## config.mk

```make
export PLATFORM = sky130hd
export DESIGN_NAME = i2s_rx_stereo_flat
export DESIGN_NICKNAME = d
export VERILOG_FILES = /design/src/rtl/i2s_rx_stereo_pkg.sv /design/src/rtl/i2s_rx_stereo_if.sv /design/src/rtl/i2s_rx_stereo.sv /design/src/flat_wrapper.sv
export SDC_FILE = /design/constraint.sdc
export NUM_CORES = 1
export LEC_CHECK = 0
export CORE_UTILIZATION = 55
export DETAILED_ROUTE_END_ITERATION = 7
export GPL_ROUTABILITY_DRIVEN = 0
export PLACE_DENSITY = 0.79
export SYNTH_ARGS = -nofsm -noshare
export SYNTH_HDL_FRONTEND = slang
export SYNTH_SLANG_ARGS = --single-unit
```

## constraint.sdc

```tcl
create_clock -name sclk -period 7.6 [get_ports sclk]
set_clock_uncertainty 0.05 [all_clocks]
set_input_delay 1.14 -clock sclk [delete_from_list [all_inputs] [get_ports sclk]]
set_output_delay 1.14 -clock sclk [all_outputs]
set_load 0.1 [all_outputs]
```

## src/rtl/i2s_rx_stereo_pkg.sv

```systemverilog
// i2s_pkg: types shared by the I2S receiver and the future I2S transmitter.
//   i2s_mode_e  - wire framing: Philips I2S (MSB one sclk after the lrclk edge)
//                 or left-justified (MSB on the edge cycle)
//   rx_state_e  - receiver slot state
//   cnt_w()     - width of a bit counter that must hold 0..data_w inclusive
package i2s_pkg;

  typedef enum logic {
    I2S_PHILIPS = 1'b0,
    I2S_LJ      = 1'b1
  } i2s_mode_e;

  typedef enum logic [1:0] {
    IDLE  = 2'd0,
    SHIFT = 2'd1,
    HOLD  = 2'd2
  } rx_state_e;

  function automatic int cnt_w(input int data_w);
    return $clog2(data_w + 1);
  endfunction

endpackage

```

## src/rtl/i2s_rx_stereo_if.sv

```systemverilog
// i2s_rx_stereo_if: serial-side inputs and parallel-side outputs of the stereo
// I2S receiver. sclk/rst are kept as plain module ports.
//   lrclk, sdin               serial word select and data (master drives)
//   left_data, right_data     signed sample pair (slave drives)
//   dvalid                    1-cycle pulse: new pair on left/right_data
//   frame_err                 1-cycle pulse: a slot ended short
// Modports: master = codec/stimulus side, slave = receiver.
interface i2s_rx_stereo_if #(
  parameter int DATA_W = 24
);
  logic                     lrclk;
  logic                     sdin;
  logic signed [DATA_W-1:0] left_data;
  logic signed [DATA_W-1:0] right_data;
  logic                     dvalid;
  logic                     frame_err;

  modport master (
    output lrclk, sdin,
    input  left_data, right_data, dvalid, frame_err
  );

  modport slave (
    input  lrclk, sdin,
    output left_data, right_data, dvalid, frame_err
  );
endinterface

```

## src/rtl/i2s_rx_stereo.sv

```systemverilog
// i2s_rx_stereo: stereo I2S / left-justified deserialiser clocked by the codec
// bit clock. Collects one DATA_W word per lrclk slot, stages the left word and
// presents the left/right pair together with a one-cycle dvalid after the right
// word's LSB. A slot that ends before DATA_W bits pulses frame_err and drops the
// frame.
// Ports:
//   sclk  in  bit clock, all logic on its rising edge
//   rst   in  asynchronous reset, active high
//   bus   slave modport of i2s_rx_stereo_if (lrclk, sdin in; sample pair,
//         dvalid, frame_err out). bus DATA_W must equal DATA_W here.
// Parameters: DATA_W 8..32, MODE 0=I2S / 1=left-justified, LEFT_LOW 1 = lrclk
// low selects the left channel.
module i2s_rx_stereo
  import i2s_pkg::*;
#(
  parameter int DATA_W   = 24,
  parameter int MODE     = 0,
  parameter int LEFT_LOW = 1
) (
  input  logic           sclk,
  input  logic           rst,
  i2s_rx_stereo_if.slave bus
);

  localparam int            CW        = cnt_w(DATA_W);
  localparam logic [CW-1:0] LAST      = CW'(DATA_W - 1);
  localparam logic [CW-1:0] FULL      = CW'(DATA_W);
  localparam bit            LJ        = (MODE == int'(I2S_LJ));
  // Left-justified consumes the MSB on the edge cycle itself.
  localparam logic [CW-1:0] START_CNT = LJ ? CW'(1) : CW'(0);

  rx_state_e          state;
  logic               prev_lr;
  logic               primed;
  logic               slot_left;
  logic               stg_vld;
  logic [DATA_W-2:0]  shreg;
  logic [DATA_W-1:0]  staging;
  logic [DATA_W-1:0]  left_q;
  logic [DATA_W-1:0]  right_q;
  logic [CW-1:0]      cnt;
  logic               dvalid_q;
  logic               ferr_q;

  logic               lr_edge;
  logic               edge_left;
  logic [DATA_W-1:0]  word;
  logic               commit;

  // primed masks the first cycle so the reset value of prev_lr cannot fake an edge.
  assign lr_edge   = primed & (prev_lr ^ bus.lrclk);
  assign edge_left = (LEFT_LOW != 0) ? ~bus.lrclk : bus.lrclk;
  assign word      = {shreg, bus.sdin};

  // The bit that fills the word commits it. In I2S an exact-fit slot delivers
  // its LSB on the next slot's edge cycle, so commit wins over the short-slot
  // error there. In LJ the edge-cycle bit belongs to the new slot.
  assign commit    = (state == SHIFT) && (cnt == LAST) && !(lr_edge && LJ);

  always_ff @(posedge sclk or posedge rst) begin
    if (rst) begin
      state     <= IDLE;
      prev_lr   <= 1'b0;
      primed    <= 1'b0;
      slot_left <= 1'b0;
      stg_vld   <= 1'b0;
      shreg     <= '0;
      staging   <= '0;
      left_q    <= '0;
      right_q   <= '0;
      cnt       <= '0;
      dvalid_q  <= 1'b0;
      ferr_q    <= 1'b0;
    end else begin
      prev_lr  <= bus.lrclk;
      primed   <= 1'b1;
      dvalid_q <= 1'b0;
      ferr_q   <= 1'b0;

      case (state)
        // IDLE waits for the first full slot; HOLD ignores slot padding bits.
        IDLE, HOLD: begin
          if (lr_edge) begin
            state     <= SHIFT;
            slot_left <= edge_left;
            shreg     <= word[DATA_W-2:0];
            cnt       <= START_CNT;
          end
        end

        SHIFT: begin
          shreg <= word[DATA_W-2:0];

          if (commit) begin
            if (slot_left) begin
              staging <= word;
              stg_vld <= 1'b1;
            end else begin
              // A right word only completes a frame if its left word made it.
              if (stg_vld) begin
                left_q   <= staging;
                right_q  <= word;
                dvalid_q <= 1'b1;
              end
              stg_vld <= 1'b0;
            end
          end else if (lr_edge) begin
            ferr_q  <= 1'b1;
            stg_vld <= 1'b0;
          end

          if (lr_edge) begin
            slot_left <= edge_left;
            cnt       <= START_CNT;
          end else if (commit) begin
            state <= HOLD;
            cnt   <= FULL;
          end else begin
            cnt <= cnt + CW'(1);
          end
        end

        default: state <= IDLE;
      endcase
    end
  end

  assign bus.left_data  = left_q;
  assign bus.right_data = right_q;
  assign bus.dvalid     = dvalid_q;
  assign bus.frame_err  = ferr_q;

endmodule

```

## src/flat_wrapper.sv

```systemverilog
// flat-port wrapper written by rule: the top's interface ports become plain ports
module i2s_rx_stereo_flat import i2s_pkg::*;
#(
  parameter int DATA_W   = 24,
  parameter int MODE     = 0,
  parameter int LEFT_LOW = 1
)
  (sclk, rst, bus_lrclk, bus_sdin, bus_left_data, bus_right_data, bus_dvalid, bus_frame_err);
  i2s_rx_stereo_if #(.DATA_W(DATA_W)) bus_i ();
  input  logic sclk;
  input  logic rst;
  input wire logic [$bits(bus_i.lrclk)-1:0] bus_lrclk;
  input wire logic [$bits(bus_i.sdin)-1:0] bus_sdin;
  output wire logic [$bits(bus_i.left_data)-1:0] bus_left_data;
  output wire logic [$bits(bus_i.right_data)-1:0] bus_right_data;
  output wire logic [$bits(bus_i.dvalid)-1:0] bus_dvalid;
  output wire logic [$bits(bus_i.frame_err)-1:0] bus_frame_err;
  assign bus_i.lrclk = bus_lrclk;
  assign bus_i.sdin = bus_sdin;
  assign bus_left_data = bus_i.left_data;
  assign bus_right_data = bus_i.right_data;
  assign bus_dvalid = bus_i.dvalid;
  assign bus_frame_err = bus_i.frame_err;
  i2s_rx_stereo #(.DATA_W(DATA_W), .MODE(MODE), .LEFT_LOW(LEFT_LOW)) u_core (.sclk(sclk), .rst(rst), .bus(bus_i));
endmodule
```

Yosys cells after proc, flatten, opt, wreduce, memory -nomap -nowiden
Cells that the tools add are included.

Bits in registers: 108. Input bits: 4. Output and inout bits: 50. Word-level logic and storage cells: 55.

Add/sub/neg operators: 1. Equality and inequality tests: 6. Muxes and demuxes: 20. Bitwise logic cells: 4. Reduce and logical (&&, ||, !) cells: 12.

Operators with widths (count): $pmux 23 s2 (1); $mux 23 (1); $mux 5 (3); $mux 1 (10); $pmux 5 s2 (1); $mux 2 (3); $reduce_and 2->1 (3); $reduce_and 3->1 (2); $add 5x1->5 const B (1); $eq 5x5->1 const B (1); $ne 2x1->1 const B (2); $pmux 2 s2 (1); $reduce_and 4->1 (1); $reduce_bool 2->1 (2); $reduce_or 3->1 (1); $eq 2x1->1 const B (1); $eq 2x2->1 const B (1); $logic_not 2->1 (1); $ne 2x2->1 const B (1); $not 1->1 (2); $reduce_or 2->1 (1); $and 1x1->1 (1); $logic_and 1x1->1 (1); $xor 1x1->1 (1).

Logic depth before layout (Yosys ltp)
Depth after elaboration: 5. Depth in mapped cells: 8.

Least setup slack after synthesis
Ideal clock, no wire load.

Path type: input port to flip-flop. From: input bus_lrclk. To: register u_core.shreg[11]. Library setup time: 0.125 ns. Arrival: 2.246 ns. Required time: 7.425 ns. Path slack: 5.179 ns. Stages: 5. Cells stage by stage: xnor2_1 -> o31a_1 -> buf_2 -> buf_4 -> mux2_2.

Longest elaborated chain between the ends: 4.

RTL lines: start: declaration (RTL line flat_wrapper.sv:12) `input wire logic [$bits(bus_i.lrclk)-1:0] bus_lrclk;`; $xor 1x1->1 (RTL line i2s_rx_stereo.sv:51) `assign lr_edge = primed & (prev_lr ^ bus.lrclk);`; $and 1x1->1 (RTL line i2s_rx_stereo.sv:51); $ne 2x1->1 (no line); $reduce_and 2->1 (no line); end signal: assignment (RTL line i2s_rx_stereo.sv:86) `shreg <= word[DATA_W-2:0];`; end signal: assignment (RTL line i2s_rx_stereo.sv:92) `shreg <= word[DATA_W-2:0];`; end: declaration (RTL line i2s_rx_stereo.sv:37) `logic [DATA_W-2:0] shreg;`.

No other way between the ends. A chain may end at the register's enable or synchronous reset.

Worst setup path in the final report
From: input bus_lrclk. To: register u_core.shreg[12].

Same word-level chain as after synthesis.

==> metrics <==
final worst-path cycle share=42.1%; # IOs=54; Worst Hold Depth=1; Cells after Synth=266; met3 Track Usage GR=about 2.8%; Pleak=around 2.4 nW; EDFF count, synth=0; syn_nets=271; post-synthesis cell type count=38; Pwr per Cell Area=210 nW/µm²; Post-DRT Antenna Nets=0; crit path time final=3.20 ns; most crowded layer after global routing=met2; via count=2,295; grt total ovfl=0; initial DRC count=92; core area=7370 µm²; final WL=6680 µm; Mean Syn Cell Area=between 15 and 20 µm²; Hold-fix buffers, CTS=0; HP Start=u_core.staging[21]$_DFFE_PP0P_; Worst Path Required=7.80 ns; design area=~5000 µm²; setup TNS=0 ns; Initial Util=57.8%; Post-CTS Setup Bufs=0; end point of the worst hold path=u_core.bus.left_data[21]$_DFFE_PP0P_; clock sinks=108; DIE WIDTH=90.0 µm; clock tree buffer depth=2; Worst setup SP type=input port; vias in the first global route=2,300; vias per cell=5.44; Reg2Reg Setup Slack=4.87 ns; unrepaired setup endpoints after global routing=no; worst-margin pin slew=1.17 ns; CTS tree=built; synthesized area=roughly 4300 µm²; critical path fanouts, max=26; Fmax=313 MHz; gr usage total=18.0%; fraction of layout cells with a size suffix above 1=between 30% and 40%; first-pass GRT wire length=11,500 µm; drt wl/cell=15.8 µm; kind of critical path=input port to register; largest net degree at the start of global routing=57; # diodes=0; clk_lat worst skew=0.36 ns; CP arrival=3.39 ns; M1 GR Usage=25.5%; count of final setup violators=0; synth warn=0; number of fillers in the final layout=528; CTS HTree Levels=3; post_cts resized=0; TritonCTS Buffers=9; status=complete, no violations; ys async rst share=100%; initial antenna violation count=0; Final HPWL DP=around 4300 µm; Worst VDD drop=roughly 0.12 mV; die area=8100 µm²; clock slew at reported path FFs=0.11 ns; RR Endpoint=u_core.bus.left_data[10]$_DFFE_PP0P_; router iterations before antenna repair=4; Nets=323; slew margin rel.=roughly 22%; met2 GRT Util=between 20% and 30%; Root Buffer=clkbuf_8; sequential area share after synthesis=63.4%; DP Area=4830 µm²; Port Buffer Count=53; Main synth FF type=dfrtp_1; Std-Cell Rows=31; Reg2Reg Depth=4; Hold/Removal Path Class=register to register; Final Hold Viols=0; Die H=90.0 µm; Setup crit end kind=register; # Max-Cap Violations=0; Critical R2R Launch=u_core.state[0]$_DFFE_PP0P_; Synth Register Bits=roughly 110; Residual DRC=0; Slew Viols, Final=0; Synth-to-Final Area Change=17.5%
-- state kept, by name (all words and copies together) (netlist names) --
register / flops
u_core.bus.dvalid: 1
u_core.bus.frame_err: 1
u_core.bus.left_data: 24
u_core.bus.right_data: 24
u_core.cnt: 5
u_core.prev_lr: 1
u_core.primed: 1
u_core.shreg: 23
u_core.slot_left: 1
u_core.staging: 24
u_core.state: 2
u_core.stg_vld: 1
-- how the worst max path moves through the flow --
stage | from | end | slack, ns | cells after the start
final | bus_lrclk | u_core.shreg[12]$_DFFE_PP0P_ | 4.40 | 4
after global routing | bus_lrclk | u_core.shreg[11]$_DFFE_PP0P_ | 4.17 | 4
after CTS | bus_lrclk | u_core.shreg[14]$_DFFE_PP0P_ | 4.41 | 4
after detailed placement | bus_lrclk | u_core.shreg[14]$_DFFE_PP0P_ | 4.01 | 4
after global placement | bus_lrclk | u_core.shreg[11]$_DFFE_PP0P_ | 4.08 | 4
after floorplan | rst | u_core.bus.dvalid$_DFF_PP0_ | 3.56 | 1
-- per-layer routing --
layer | wire, µm | share of wire [%] | vias to the layer above
met5 | 0 | 0 | -
met4 | 62 | 0.93 | 0
met3 | 247 | 3.7 | 5
met2 | 3130 | 47 | 45
met1 | 3250 | 49 | 1190
li1 | - | - | 1055
-- cell usage in the layout (no fill, tap or decap), types with 2 or more instances in the layout --
cell             netlist  layout
buf_4                  6       2
nor3_1                 2       2
clkdlybuf4s50_1        0      53
clkbuf_8               0      10
inv_1                  5       4
a21oi_1                2       2
mux2_4                 9       9
a22o_1                 2       2
dfrtp_1              108     108
o211ai_1               2       2
nand3_1                5       5
nor2_1                 2       2
mux2_2                86      86
clkinvlp_4             0       3
nand2_1                6       6
-- kinds of logic (layout without fill, tap and decap cells) --
group / Yosys count / in the layout / synth area share (%)
DFF: 108 / 108 / 63.4
and+or+nand+nor: 23 / 23 / 3.55
buffers and inverters: 19 / 76 / 2.94
muxes: 96 / 96 / 26.1
adders and majority gates: 1 / 1 / 0.294
AOI/OAI and AO/OA: 16 / 16 / 3.14
xor gates and xnor gates: 2 / 2 / 0.411
other: 1 / 1 / 0.0880
-- synthesized netlist by cell type, drive strengths merged (2+ instances only) --
cell type	instances	area [µm²]
dfrtp	108	2700
mux2	95	1100
buf	11	95.1
nand2	6	22.5
inv	5	18.8
nand3	5	25.0
clkbuf	3	11.3
a21oi	2	10.0
a22o	2	17.5
and4b	2	20.0
nor2	2	7.51
nor3	2	10.0
o211ai	2	15.0
-- through the flow --
stage | hold slack [ns] | std cells | total power, W | util, % | worst slack, ns
2_1_floorplan | 0.424 | 266 | 0.000716 | - | 3.56
3_3_place_gp | 0.433 | 406 | 0.000740 | 65.5 | 4.08
3_5_place_dp | 0.437 | 406 | 0.000746 | 65.5 | 4.01
4_1_cts | 0.454 | 422 | 0.00106 | 67.9 | 4.41
5_1_grt | 0.468 | 422 | 0.00110 | 67.9 | 4.17
6_report | 0.446 | 422 | 0.00105 | 67.9 | 4.40
-- power breakdown --
part	leakage, nW	internal [W]	switching [W]
clock network	0.0820	0.000129	0.000189
logic	0.855	0.0000436	0.0000399
registers	1.44	0.000609	0.0000401
total	2.37	0.000782	0.000269
-- layout make-up --
class	instances	area (µm²)	share of cell area (%)
clock buffers	11	141	2.83
repair buffers	55	546	10.9
inverters	5	21.3	0.425
flip-flops and latches	108	2700	54.0
clock inverters	5	36.3	0.725
multi-input cells	139	1430	28.7
well taps	99	124	2.48
-- worst max-delay path: stages --
cell and delay, ns:
clkdlybuf4s50_1 0.48, xnor2_1 0.38, o31a_1 0.96, mux2_2 0.43
Note: power is estimated with default switching activity, not from simulation.
